$ cat src/rtl/v_query_scan.sv
// Scans one product's level list in v by issuing level queries and re-emitting the responses as an ordered entry stream.
// Latency: first query the cycle after request accept; each entry appears one cycle after its response.
// Backpressure: request accepted only when idle and v not busy; issue stalls on i_busy or a full window; entries have no backpressure.
package v_pkg;
    typedef logic [7:0]  id_t;
    typedef logic [7:0]  level_t;
    typedef logic [31:0] key_t;
    typedef logic [15:0] size_t;
    typedef logic [7:0]  listsize_t;
endpackage

module v_query_scan #(
    parameter int LEVELS_N        = 16,
    parameter int MAX_OUTSTANDING = 4
) (
    input  logic               clk,
    input  logic               arst_n,
    input  logic               i_busy,
    input  logic               i_req_vld,
    input  v_pkg::id_t         i_req_prod_id,
    output logic               o_req_rdy,
    output logic               o_lut_vld,
    output v_pkg::id_t         o_lut_prod_id,
    output v_pkg::level_t      o_lut_level,
    input  logic               i_lut_vld_r,
    input  v_pkg::key_t        i_lut_key,
    input  v_pkg::size_t       i_lut_size,
    input  logic               i_lut_error,
    input  v_pkg::listsize_t   i_lut_listsize,
    output logic               o_ent_vld_r,
    output v_pkg::level_t      o_ent_level_r,
    output v_pkg::key_t        o_ent_key_r,
    output v_pkg::size_t       o_ent_size_r,
    output logic               o_ent_error_r,
    output logic               o_ent_last_r,
    output logic               o_scan_busy_r
);
    // Counter must hold MAX_OUTSTANDING itself; target holds up to LEVELS_N.
    localparam int CW = $clog2(MAX_OUTSTANDING) + 1;
    localparam int TW = $bits(v_pkg::level_t) + 1;

    typedef enum logic [2:0] {S_IDLE, S_HEAD, S_WAIT0, S_ISSUE, S_DRAIN} state_t;

    state_t          state;
    v_pkg::id_t      prod_id;
    logic [CW-1:0]   cnt;
    v_pkg::level_t   issue_lvl;
    v_pkg::level_t   rsp_lvl;
    logic [TW-1:0]   target;

    logic            req_acc;
    logic            rsp_acc;
    logic            issue;
    logic            rsp_last;
    logic [TW-1:0]   t_new;

    assign o_req_rdy = (state == S_IDLE) & ~i_busy;

    // Handshakes, issue gating and last-entry decision for the current cycle.
    always_comb begin
        req_acc = i_req_vld & o_req_rdy;
        // Responses with nothing in flight (idle, or stale after reset) are dropped.
        rsp_acc = i_lut_vld_r & (cnt != '0);
        issue   = 1'b0;
        if (!i_busy) begin
            if (state == S_HEAD)
                issue = 1'b1;
            else if (state == S_ISSUE)
                issue = (cnt < CW'(MAX_OUTSTANDING)) & ({1'b0, issue_lvl} < target);
        end
        // Scan length is fixed from the level-0 response and never re-evaluated.
        if (32'(i_lut_listsize) < 32'(LEVELS_N))
            t_new = TW'(i_lut_listsize);
        else
            t_new = TW'(LEVELS_N);
        if (state == S_WAIT0)
            rsp_last = i_lut_error | (t_new <= TW'(1));
        else
            rsp_last = ({1'b0, rsp_lvl} == target - TW'(1));
        o_lut_vld     = issue;
        o_lut_prod_id = issue ? prod_id : '0;
        o_lut_level   = issue ? issue_lvl : '0;
    end

    // Scan FSM with in-flight counter, level counters and registered entry output.
    always_ff @(posedge clk or negedge arst_n) begin
        if (!arst_n) begin
            state         <= S_IDLE;
            prod_id       <= '0;
            cnt           <= '0;
            issue_lvl     <= '0;
            rsp_lvl       <= '0;
            target        <= '0;
            o_ent_vld_r   <= 1'b0;
            o_ent_level_r <= '0;
            o_ent_key_r   <= '0;
            o_ent_size_r  <= '0;
            o_ent_error_r <= 1'b0;
            o_ent_last_r  <= 1'b0;
            o_scan_busy_r <= 1'b0;
        end else begin
            cnt         <= cnt + CW'(issue) - CW'(rsp_acc);
            o_ent_vld_r <= rsp_acc;
            if (rsp_acc) begin
                o_ent_level_r <= rsp_lvl;
                o_ent_key_r   <= i_lut_key;
                o_ent_size_r  <= i_lut_size;
                o_ent_error_r <= i_lut_error;
                o_ent_last_r  <= rsp_last;
                rsp_lvl       <= rsp_lvl + 1'b1;
            end
            if (issue)
                issue_lvl <= issue_lvl + 1'b1;
            case (state)
                S_IDLE: begin
                    // Busy stays up while the last entry is visible, drops the cycle after.
                    o_scan_busy_r <= req_acc;
                    if (req_acc) begin
                        prod_id   <= i_req_prod_id;
                        issue_lvl <= '0;
                        rsp_lvl   <= '0;
                        state     <= S_HEAD;
                    end
                end
                S_HEAD: begin
                    if (issue)
                        state <= S_WAIT0;
                end
                S_WAIT0: begin
                    if (rsp_acc) begin
                        target <= t_new;
                        state  <= rsp_last ? S_IDLE : S_ISSUE;
                    end
                end
                S_ISSUE: begin
                    if (issue && ({1'b0, issue_lvl} == target - TW'(1)))
                        state <= S_DRAIN;
                end
                S_DRAIN: begin
                    if (rsp_acc && rsp_last)
                        state <= S_IDLE;
                end
                default: state <= S_IDLE;
            endcase
        end
    end
endmodule

$ cat config.mk
export PLATFORM = sky130hd
export DESIGN_NAME = v_query_scan
export DESIGN_NICKNAME = d
export VERILOG_FILES = /design/src/rtl/v_query_scan.sv
export SDC_FILE = /design/constraint.sdc
export NUM_CORES = 1
export LEC_CHECK = 0
export CAP_MARGIN = 10
export CORE_MARGIN = 2
export CORE_UTILIZATION = 45
export DETAILED_ROUTE_END_ITERATION = 8
export GPL_ROUTABILITY_DRIVEN = 0
export PLACE_DENSITY = 0.85
export SLEW_MARGIN = 10
export SYNTH_ARGS = -nofsm -noshare
export SYNTH_HDL_FRONTEND = slang
export SYNTH_SLANG_ARGS = --single-unit
$ cat constraint.sdc
create_clock -name clk -period 4.9 [get_ports clk]
set_clock_uncertainty 0.05 [all_clocks]
set_input_delay 1.47 -clock clk [delete_from_list [all_inputs] [get_ports clk]]
set_output_delay 1.47 -clock clk [all_outputs]
set_load 0.01 [all_outputs]
==> results.sh, run 1 <==
export IMPL_outcome="finished, final reports clean"
export IMPL_final_nets=766
export IMPL_clock_fmax_mhz=210
export IMPL_finalCriticalPeriod_ns=4.75
export IMPL_critical_path_class="in2out"
export IMPL_seq_area_frac_synth_pct=51.4
export IMPL_dr_pass1_iters=4
export IMPL_path_delay_family="buffers and inverters"
export IMPL_p_sw_mw=0.842
export IMPL_cpMostUsedCell="clkdlybuf4s50_1"
export IMPL_relSlewSlack_pct=35.8
export IMPL_r2r_setup_slack_ns=1.82
export IMPL_p_seq_share_pct=43.7
export IMPL_die_area_sq_mm=0.0115
export IMPL_die_y_microns=107
export IMPL_start_util_pct=46.2
export IMPL_ios=148
export IMPL_crit_cells=7
export IMPL_synthCells=542
export IMPL_cts_made_buffers=9
export IMPL_io_buffer_count=147
export IMPL_path_clk_slew_ns=0.09
export IMPL_required_ns=3.38
export IMPL_setup_worst_path_end_class="output pin"
export IMPL_fin_crit_sh_pct=97.0
export IMPL_grt_use_total_pct=22.1
export IMPL_wl_met1_mm=4.83
export IMPL_synth_commonest_cells="217 x nand2_1, 98 x dfrtp_1, 24 x clkbuf_1, 24 x nor2_1, 20 x xnor2_1"
export IMPL_cts_max_level=3
export IMPL_cp_start_kind="input port"
export IMPL_path_cells="clkdlybuf4s50_1 -> nor3b_1 -> nand2_1 -> nor2_4 -> buf_4 -> and2_1 -> clkdlybuf4s50_1"
export IMPL_antenna_left=0
export IMPL_drive_gt1_share_pct=5.10
export IMPL_routedWlPerCell_microns=14.6
export IMPL_path_max_fanout=6
export IMPL_sw_frac_of_total_pct=31.9
export IMPL_synthDominantCellAreaShare_pct=51.4
export IMPL_yosys_most_used_dff="dfrtp_1"
export IMPL_async_reset_ff_share_pct=100
export IMPL_arrival_ns=3.23
export IMPL_synthTopCellsByArea="dfrtp_1 51%, nand2_1 17%, ha_1 3.7%"
export IMPL_rows=37
export IMPL_dr_max_layer_used="met4"
export IMPL_synth_seq_cells=98
export IMPL_grt_overflow=0
export IMPL_hp_class="reg2reg"
export IMPL_min_from="prod_id[3]"
export IMPL_synth_fp_nets=627
export IMPL_whs_ns=0.429
export IMPL_ir_drop_uv=266
export IMPL_fillers=793
export IMPL_grt_max_degree=79
export IMPL_cts_root_buffer="clkbuf_8"
export IMPL_setup_viol=0
export IMPL_r2r_start="cnt[1]"
export IMPL_synth_edf_count=0
export IMPL_syn_area_sq_mm=0.00477
export IMPL_rsz0062_at_grt="no"
export IMPL_drt_iter0_drc=202
export IMPL_drc=0
export IMPL_clockBufferDepth=2
export IMPL_worstMarginPinSlew_ns=0.963
export IMPL_critPathLaunch="i_busy"
export IMPL_setup_tns_ns=0
export IMPL_reg2reg_depth=7
export IMPL_p_int_mw=1.80
export IMPL_seq_area_sq_mm=0.00245
export IMPL_dp_hpwl_mm=8.58
export IMPL_p_clk_share_pct=23.5
export IMPL_fin_ws_ns=0.146
export IMPL_clock_sinks=98
export IMPL_synth_cell_type_count=51
export IMPL_coreArea_sq_mm=0.0103
export IMPL_crit_path_end="o_lut_level[2]"
export IMPL_antenna_cells=0
export IMPL_cts_tree="done"
export IMPL_grt_pass1_vias=4300
export IMPL_pre_cts_ws_ns=0.0767
export IMPL_route_met2_wl_mm=5.81
export IMPL_critPathMaxStageDelay_ns=0.53
export IMPL_cellPowerDensity_mw_per_mm2=398
export IMPL_postRouteWirelength_mm=12.0
export IMPL_leakagePower_nw=3.10
export IMPL_grt_pass1_wl_mm=20.3
export IMPL_via_per_inst=5.07
export IMPL_dieWidth_microns=107
export IMPL_vias=4164
export IMPL_slew_violations=0
export IMPL_cts_hold_buf=0
export IMPL_synth_area_leader_cell="dfrtp_1"
export IMPL_met3_length_mm=1.06
export IMPL_avgSynthCellArea_sq_um=8.81
export IMPL_instances_no_fill=822
export IMPL_p_comb_share_pct=32.8
export IMPL_finalHoldViolations=0
export IMPL_yosysWarnings=0
export IMPL_clk_latency_ns=0.37
export IMPL_crit_buf_inv=3
export IMPL_syn_to_final_growth_pct=38.9
export IMPL_place_inst=804
export IMPL_antenna_found_initial=0
export IMPL_slowest_stage="clkdlybuf4s50_1"
export IMPL_synth_most_common_cell="nand2_1"
export IMPL_multi_input_area_sq_mm=0.00216
export IMPL_drv_cap=0
export IMPL_r2r_end="cnt[2]"
area by class of cell:
class | instances | share of cell area, %
Inverter | 16 | 0.906
Multi-Input combinational cell | 400 | 32.6
Timing Repair Buffer | 156 | 23.4
Sequential cell | 98 | 37.0
Clock inverter | 5 | 1.55
Clock buffer | 11 | 1.98
Tap cell | 136 | 2.57
routing by layer:
| metal | up-vias | GRT usage (%) |
|---|---|---|
| li1 | 2021 | - |
| met1 | 1968 | 27.3 |
| met2 | 153 | 35.9 |
| met3 | 22 | 7.66 |
| met4 | 0 | 8.07 |
| met5 | - | 0 |
power groups by stage:
stage / Clock (mW) / Combinational, mW / Sequential (mW)
2_1_floorplan: 0 / 0.329 / 1.21
3_3_place_gp: 0 / 0.849 / 1.16
3_5_place_dp: 0 / 0.875 / 1.17
4_1_cts: 0.634 / 0.880 / 1.16
5_1_grt: 0.670 / 0.955 / 1.18
6_report: 0.620 / 0.866 / 1.15
worst register-to-register path, delay by kind of cell, from the launching register on:
| kind | cells | cell delay (ns) |
|---|---|---|
| fa+ha+maj | 3 | 1.01 |
| xor+xnor | 1 | 0.14 |
| flops | 1 | 0.44 |
| buf+inv | 2 | 0.54 |
| compound gates | 1 | 0.82 |
layout by cell type (no fill, tap or decap), types with 2 or more instances in the layout:
cell type        synthesis  layout
nand2_1                217     217
clkdlybuf4s50_1          0     146
dfrtp_1                 98      98
nor2_1                  24      24
xnor2_1                 20      20
and2_1                  17      17
inv_1                   16      15
o21ai_0                 15      15
ha_1                    14      14
xor2_1                  11      11
nand3_1                 10      10
a21oi_1                  9       9
clkbuf_8                 0       9
buf_4                    0       9
nor3_1                   6       6
nand4_1                  5       5
and3_1                   4       4
o21ai_1                  4       4
nor4_1                   3       3
bufinv_16                0       3
nor2b_1                  2       2
o21a_1                   2       2
o31ai_1                  3       2
nor3b_1                  2       2
nor3b_2                  2       2
and4_1                   2       2
a31o_2                   2       2
a21o_1                   2       2
clkbuf_1                24       2
registers in the layout, summed over array words and instances, names as in the netlist:
name	count
o_ent_last_r	1
o_ent_key_r	32
o_ent_size_r	16
o_scan_busy_r	1
cnt	3
o_ent_error_r	1
state	3
prod_id	8
issue_lvl	8
o_ent_vld_r	1
target	8
rsp_lvl	8
o_ent_level_r	8
timing repair:
item | in CTS | in global routing
setup buffers | 0 | 2
endpoints found under the setup margin | 0 | 16
endpoints found under the hold margin | 0 | 0
gates resized for setup | 0 | 1
through the flow:
step	total power [mW]	util [%]	area [sq um]
after floorplan	1.54	-	4770
after global placement	2.01	61.6	6360
after detailed placement	2.04	61.6	6360
after CTS	2.67	63.9	6600
after global routing	2.81	64.2	6630
final	2.64	64.2	6630
logic make-up (layout without fill, tap and decap cells):
group | count (synthesis) | count (layout) | share of synthesized area (%)
AO/OA/AOI/OAI | 49 | 49 | 6.58
XOR/XNOR | 32 | 32 | 6.16
adder cells (fa/ha/maj) | 15 | 15 | 4.09
buffers and inverters | 44 | 188 | 3.69
flip-flops | 98 | 98 | 51.4
multiplexers | 2 | 2 | 0.524
AND/OR/NAND/NOR | 302 | 302 | 27.6
how the worst min path moves through the flow:
stage | cells past startpoint | end | slack [ns]
global placement | 2 | prod_id[0] | 0.40
detailed placement | 2 | prod_id[4] | 0.41
CTS | 2 | prod_id[3] | 0.43
global route | 2 | o_ent_size_r[13] | 0.44
finish | 2 | prod_id[3] | 0.43
floorplan | 2 | prod_id[0] | 0.39
Power figures use the tool's default switching activity.
==> inputs of run 2 (changes only) <==
==> constraint.sdc (replaced) <==
create_clock -name clk -period 4.9 [get_ports clk]
set_clock_uncertainty 0.05 [all_clocks]
set_input_delay 1.47 -clock clk [delete_from_list [all_inputs] [get_ports clk]]
set_output_delay 1.47 -clock clk [all_outputs]
set_load 0.05 [all_outputs]
==> results.sh, run 2 (synthesized netlist as in run 1, its figures left out) <==
export IMPL_outcome="finished, final reports clean"
export IMPL_cts_tree="done"
export IMPL_dieWidth_microns=107
export IMPL_cts_resized=0
export IMPL_fin_ws_ns=0.234
export IMPL_hp_class="reg2reg"
export IMPL_p_sw_mw=1.32
export IMPL_syn_to_final_growth_pct=40.7
export IMPL_drt_iter0_drc=224
export IMPL_routedWlPerCell_microns=14.4
export IMPL_antenna_cells=0
export IMPL_reg_top3="o_ent_key_r (32), o_ent_size_r (16)"
export IMPL_p_clk_share_pct=17.1
export IMPL_pre_cts_ws_ns=0.231
export IMPL_clock_sinks=98
export IMPL_grt_pass1_vias=4171
export IMPL_postRouteWirelength_mm=11.7
export IMPL_cts_made_buffers=9
export IMPL_crit_buf_inv=2
export IMPL_finalHoldViolations=0
export IMPL_cts_hold_buf=0
export IMPL_path_delay_family="simple AND/OR/NAND/NOR gates"
export IMPL_vias=4128
export IMPL_relSlewSlack_pct=35.5
export IMPL_path_clk_slew_ns=0.09
export IMPL_setup_viol=0
export IMPL_clk_latency_ns=0.36
export IMPL_seq_area_sq_mm=0.00245
export IMPL_cellPowerDensity_mw_per_mm2=450
export IMPL_arrival_ns=3.15
export IMPL_sw_frac_of_total_pct=43.8
export IMPL_slew_violations=0
export IMPL_critical_path_class="in2out"
export IMPL_fillers=813
export IMPL_path_cells="clkdlybuf4s50_1 -> nor3b_1 -> nand2_1 -> nor2_4 -> ha_1 -> buf_12"
export IMPL_slowest_stage="clkdlybuf4s50_1"
export IMPL_rsz0062_at_grt="no"
export IMPL_layout_common_cells="217 x nand2_1, 128 x clkdlybuf4s50_1, 98 x dfrtp_1"
export IMPL_met3_length_microns=946
export IMPL_layout_commonest_cell="nand2_1"
export IMPL_leakagePower_nw=3.15
export IMPL_fin_crit_sh_pct=95.2
export IMPL_via_per_inst=5.05
export IMPL_clockBufferDepth=2
export IMPL_antenna_left=0
export IMPL_p_int_mw=1.70
export IMPL_setup_worst_path_end_class="output pin"
export IMPL_regMostFlops="o_ent_key_r"
export IMPL_drc=0
export IMPL_die_area_sq_mm=0.0115
export IMPL_path_max_fanout=21
export IMPL_dr_pass1_iters=5
export IMPL_coreArea_sq_mm=0.0103
export IMPL_die_y_microns=107
export IMPL_wl_met1_mm=4.91
export IMPL_place_inst=802
export IMPL_grt_use_total_pct=21.5
export IMPL_antenna_found_initial=0
export IMPL_rows=37
export IMPL_p_total_mw=3.02
export IMPL_dp_hpwl_mm=8.45
export IMPL_ios=148
export IMPL_clock_fmax_mhz=214
export IMPL_cts_max_level=3
export IMPL_io_buffer_count=147
export IMPL_critPathMaxStageDelay_ns=0.44
export IMPL_grt_pass1_wl_mm=19.6
export IMPL_drive_gt1_share_pct=7.33
export IMPL_grt_max_degree=79
export IMPL_instances_no_fill=818
export IMPL_required_ns=3.38
export IMPL_largest_reg_flops=32
export IMPL_cp_start_kind="input port"
export IMPL_ir_drop_uv=374
export IMPL_worstMarginPinSlew_ns=0.967
export IMPL_cts_root_buffer="clkbuf_8"
export IMPL_route_met2_wl_mm=5.69
export IMPL_grt_overflow=0
export IMPL_drv_cap=0
export IMPL_multi_input_area_sq_mm=0.00216
export IMPL_finalCriticalPeriod_ns=4.67
export IMPL_start_util_pct=46.2
export IMPL_setup_tns_ns=0
export IMPL_p_seq_share_pct=38.3
export IMPL_dr_max_layer_used="met4"
export IMPL_final_nets=762
export IMPL_cts_setup_buffers=0
export IMPL_p_comb_share_pct=44.5
run 2: cell count changes in the layout (fill, tap and decap cells not counted), sizes merged:
cell	change
clkdlybuf4s50	-18
buf	+14
bufinv	-3
clkinv	+1
clkbuf	+2
run 2: worst paths after layout:
check,from,end,slack (ns),cells past startpoint
max,i_busy,o_lut_level[0],0.23,6
min,prod_id[1],prod_id[1],0.42,2
max reg2reg,target[6],cnt[1],2.13,9
min reg2reg,prod_id[1],prod_id[1],0.42,2
max in group asynchronous,arst_n,o_ent_key_r[25],2.73,2
min in group asynchronous,arst_n,o_ent_key_r[0],1.20,1
run 2: area by class of cell:
class                   count  share of cell area [%]
clock buffers              13                    2.66
clock inverters             3                   0.317
flip-flops and latches     98                    36.5
inverters                  16                   0.894
well taps                 136                    2.53
repair buffers            152                    24.9
multi-input cells         400                    32.2
run 2: through the flow:
stage	instance area, sq um	hold slack, ns	utilization (%)
after floorplan	4770	0.387	-
final	6720	0.421	65.1
after CTS	6720	0.427	65.1
after detailed placement	6520	0.405	63.1
after global placement	6520	0.398	63.1
after global routing	6720	0.453	65.1
run 2: layer usage:
metal,global-route usage [%],up-vias
li1,-,2019
met1,26.6,1958
met2,35.5,135
met3,6.38,16
met4,8.16,0
met5,0,-
run 2: worst min-delay path, delay by kind of cell (launching register included):
| kind | cells | cell delay, ns |
|---|---|---|
| flip-flops | 1 | 0.34 |
| AND/OR/NAND/NOR | 2 | 0.10 |
run 2: power groups by stage:
| stage | sequential [mW] | combinational [mW] | clock [mW] |
|---|---|---|---|
| global route | 1.18 | 1.44 | 0.554 |
| CTS | 1.16 | 1.36 | 0.526 |
| finish | 1.16 | 1.34 | 0.517 |
| global placement | 1.16 | 1.33 | 0 |
| detailed placement | 1.17 | 1.35 | 0 |
| floorplan | 1.68 | 0.330 | 0 |
==> variant 1, RTL diff (flow settings as in run 2) <==
Set the parameter `MAX_OUTSTANDING` to 8 (it was 4).
--- a/src/rtl/v_query_scan.sv
+++ b/src/rtl/v_query_scan.sv
@@ -11,7 +11,7 @@
 
 module v_query_scan #(
     parameter int LEVELS_N        = 16,
-    parameter int MAX_OUTSTANDING = 4
+    parameter int MAX_OUTSTANDING = 8
 ) (
     input  logic               clk,
     input  logic               arst_n,
Check against the original RTL: not equivalent (Yosys sat finds a counterexample within 10 cycles, from zero or initial values and one cycle with arst_n low).
==> variant 1 against run 2 <==
  * Sequential cell count grew 1
  * Count of clock-buffer cells in the layout shrank 1
  * Non-clock buffer count grew 2
  * Final cell count grew 1.1%
  * Power grew 18%
  * Worst setup slack gained 0.22 ns
  * Critical path depth shrank 1
  * Synthesized area grew 0.31%
  * Routed wire length grew 5.1%
  * Cell area grew 1.2%
  * Utilization grew 0.75 points
  * Critical endpoint unchanged
==> variant 1: results (changes against run 2) <==
- Status: finished, final reports clean
- Clock-cell share: 3.00% (+0.021 points)
- GR Util met2: 37.7% (+2.2 points)
- Register area share after synthesis: 51.7% (+0.36 points)
- Dpl cell area: 6590 µm² (+1.1%)
- WL met2: 6210 µm (+9.2%)
- Invs w/o clock: 21 (+5)
- Clock buffers: 12 (-1)
- Max stage delay on crit path: 0.51 ns (+0.07 ns)
- Via/cell ratio: 5.17 (+2.5%)
- Signal buf overhead: 25.0% (+0.12 points)
- WL/cell: 14.9 µm (+4.0%)
- Largest net degree at the start of global routing: 63 (-20%)
- HPWL Detailed: 9010 µm (+6.7%)
- GRT Overall Usage: 22.5% (+1.0 points)
- Worst slew pin tran: 0.899 ns (-0.0686 ns)
- Multi-input gates: 401 (+0.25%)
- Adder-Cell Fraction of Synth Area: 4.86% (+0.77 points)
- NetSw: 1.59 mW (+20%)
- Overall routed net length: 12300 µm (+5.1%)
- Pwr/cell area: 524 nW/µm² (+17%)
- Maximum VDD drop: 315 µV (-16%)
- Met1 wire length: 4810 µm (-2.2%)
- Area of the multi-input gates: 2160 µm² (+0.12%)
- Comb pwr: 1.78 mW (+33%)
- Signal buffers: 154 (+1.3%)
- Clock distribution power: 0.540 mW (+4.4%)
- Die W: 107 µm (+0.15%)
- Crit path DAT: 2.92 ns (-0.23 ns)
- Fin area: 6790 µm² (+1.2%)
- Netlist cell types: 41 (-20%)
- Met1 usage: 27.4% (+0.82 points)
- Pre-CTS setup slack: 0.477 ns (+0.246 ns)
[variant 1: cell count changes after synthesis, moves of 4 or more]
cell     delta
a31oi_1     +6
inv_1       +5
mux2i_1     +4
nand2_1     +5
nor2_1      -5
o21ai_1     -4
or3_1       +4
xnor2_1     -7
xor2_1      +4
[variant 1: final timing paths]
path                                         from                           to  slack, ns
min reg2reg                prod_id[6]$_DFFE_PN0P_       prod_id[6]$_DFFE_PN0P_       0.43
min                        prod_id[6]$_DFFE_PN0P_       prod_id[6]$_DFFE_PN0P_       0.43
max in group asynchronous                  arst_n  o_ent_size_r[3]$_DFFE_PN0P_       2.92
min in group asynchronous                  arst_n   o_ent_key_r[3]$_DFFE_PN0P_       1.08
max reg2reg                 target[0]$_DFFE_PN0P_         state[1]$_DFFE_PN0P_       1.78
max                                        i_busy               o_lut_level[0]       0.46
[variant 1: tightest hold or removal path, stage by stage (launching register included)]
cell,delay [ns]
dfrtp_1,0.34
nand2_1,0.05
nand2_1,0.06
==> variant 2, RTL diff (config.mk and constraints of run 2) <==
Without the edit above. The 5 states of `state_t` get a one-hot encoding in 5 bits.
--- a/src/rtl/v_query_scan.sv
+++ b/src/rtl/v_query_scan.sv
@@ -39,7 +39,7 @@
     localparam int CW = $clog2(MAX_OUTSTANDING) + 1;
     localparam int TW = $bits(v_pkg::level_t) + 1;
 
-    typedef enum logic [2:0] {S_IDLE, S_HEAD, S_WAIT0, S_ISSUE, S_DRAIN} state_t;
+    typedef enum logic [4:0] {S_IDLE = 5'b00001, S_HEAD = 5'b00010, S_WAIT0 = 5'b00100, S_ISSUE = 5'b01000, S_DRAIN = 5'b10000} state_t;
 
     state_t          state;
     v_pkg::id_t      prod_id;
Function: no difference found for any inputs over 4 cycles, from zero or initial values and one cycle with arst_n low; so few cycles prove little.
==> variant 2 against run 2 <==
  * Die area increased by 1.0%
  * Sequential cell count increased by 2
  * Combinational power increased by 12%
  * Synthesized cell count decreased by 2.8%
  * Routed wire length increased by 2.7%
  * Worst setup slack got worse by 0.039 ns
  * Cell area increased by 2.4%
  * Synthesized area increased by 1.0%
  * Final cell count decreased by 1.1%
  * Power increased by 12%
  * Critical path type unchanged
  * Critical endpoint is now o_lut_prod_id[0]
==> variant 2: results (changes against run 2) <==
- Maximum VDD drop: 283 µV (-24%)
- Fin nets: 753 (-1.2%)
- Mapped Nets: 612 (-2.4%)
- GRT Overall Usage: 21.4% (-0.087 points)
- First-pass GRT wire length: 19900 µm (+1.5%)
- Register area share after synthesis: 51.9% (+0.53 points)
- Clk_lat worst skew: 0.36 ns (about the same)
- Final hold viol count: 0 (unchanged)
- Clock Path Buffers: 2 (unchanged)
- Via/cell ratio: 5.17 (+2.5%)
- Crit path DAT: 3.19 ns (+0.04 ns)
- 1st-iter DRT viols: 239 (+6.7%)
- WL/cell: 14.9 µm (+3.8%)
- Yosys warns: 0 (unchanged)
- Initial antenna violation count: 0 (unchanged)
- Htree depth: 3 (unchanged)
- Leak: 3.26 nW (+3.6%)
- CTS resizes: 0 (unchanged)
- Dpl cell area: 6610 µm² (+1.4%)
- HP Class: flop to flop
- Critical path peak fanout: 14 (-33%)
- Reg clk slew, reported paths: 0.10 ns
- CTS root buffer: clkbuf_8
- Vias in the first global route: 4340 (+4.1%)
- Ranking of synthesized cells by area: dfrtp_1 51%, nand2_1 15%, ha_1 3.6%
- Diode count: 0 (unchanged)
- Status: finished, final reports clean
- Fraction of registers with async set/reset: 100% (unchanged)
- Port Buffer Count: 147 (unchanged)
- Worst slew pin tran: 0.857 ns (-0.110 ns)
- Netlist cell types: 49 (-3.9%)
- Share of cells above drive strength 1: 9.66% (+2.3 points)
- TritonRoute pass-1 iters: 5 (unchanged)
- Largest net degree at the start of global routing: 70 (-11%)
- Post-synth top cells: 189 x nand2_1, 99 x dfrtp_1, 29 x nor2_1, 20 x clkbuf_1, 20 x xnor2_1
- Top flop regs: o_ent_key_r: 32 flops, o_ent_size_r: 16 flops
- NetSw: 1.43 mW (+8.1%)
- Post-CTS Setup Inserts: 0 (unchanged)
- HPWL Detailed: 8890 µm (+5.2%)
- CTS buffer count: 9 (unchanged)
==> variant 2: kinds of logic (layout without fill, tap and decap cells) <==
| logic type | Yosys count | in the layout | share of synthesized area (%) |
|---|---|---|---|
| xor gates and xnor gates | 35 | 35 | 6.35 |
| buffers and inverters | 42 | 188 | 3.53 |
| muxes | 11 | 11 | 2.49 |
| AOI/OAI and AO/OA | 39 | 39 | 5.52 |
| DFF | 100 | 100 | 51.9 |
| and+or+nand+nor | 285 | 285 | 26.2 |
| adders and majority gates | 15 | 15 | 4.05 |
==> variant 2: metal layers <==
| layer | routed length [µm] | up-vias | global-route usage (%) |
|---|---|---|---|
| li1 | - | 1989 | - |
| met1 | 4770 | 2032 | 26.1 |
| met2 | 6270 | 143 | 37.0 |
| met3 | 814 | 19 | 5.39 |
| met4 | 206 | 0 | 6.96 |
| met5 | 0 | - | 0 |
==> variant 2: power by group through the flow <==
stage	Combinational (mW)	Sequential [mW]	Clock (mW)
after floorplan	0.470	1.72	0
after global placement	1.47	1.21	0
after detailed placement	1.51	1.23	0
after CTS	1.52	1.21	0.696
after global routing	1.61	1.24	0.733
final	1.50	1.21	0.682
==> variant 2: final cells by class <==
class | count | area (µm²)
repair buffers | 156 | 1700
clock buffers | 9 | 124
well taps | 136 | 170
clock inverters | 7 | 148
fillers | 845 | 3490
flip-flops and latches | 100 | 2500
multi-input cells | 385 | 2170
inverters | 16 | 60.1
==> variant 2: worst max-delay path, stage by stage <==
cell	delay, ns
clkdlybuf4s50_1	0.44
or3b_4	0.44
o2111ai_2	0.18
buf_4	0.25
and3_1	0.25
buf_12	0.16
==> variant 2: stage by stage <==
stage                     hold WS (ns)  setup WS [ns]  std cells
after floorplan                  0.422          0.603        527
after global placement           0.407          0.260        793
after detailed placement         0.413          0.197        793
after CTS                        0.438          0.188        809
after global routing             0.449          0.120        809
final                            0.434          0.195        809
==> variant 2: final timing paths <==
kind                                                    from                           end  slack (ns)  cells past startpoint
worst max-delay path                                  i_busy              o_lut_prod_id[0]        0.19                      6
worst min-delay path            o_ent_size_r[12]$_DFFE_PN0P_  o_ent_size_r[12]$_DFFE_PN0P_        0.43                      2
worst max register to register         target[6]$_DFFE_PN0P_              cnt[2]$_DFF_PN0_        1.91                     12
worst min register to register  o_ent_size_r[12]$_DFFE_PN0P_  o_ent_size_r[12]$_DFFE_PN0P_        0.43                      2
max in group asynchronous                             arst_n   o_ent_key_r[31]$_DFFE_PN0P_        2.70                      2
min in group asynchronous                             arst_n   o_ent_key_r[25]$_DFFE_PN0P_        1.16                      1
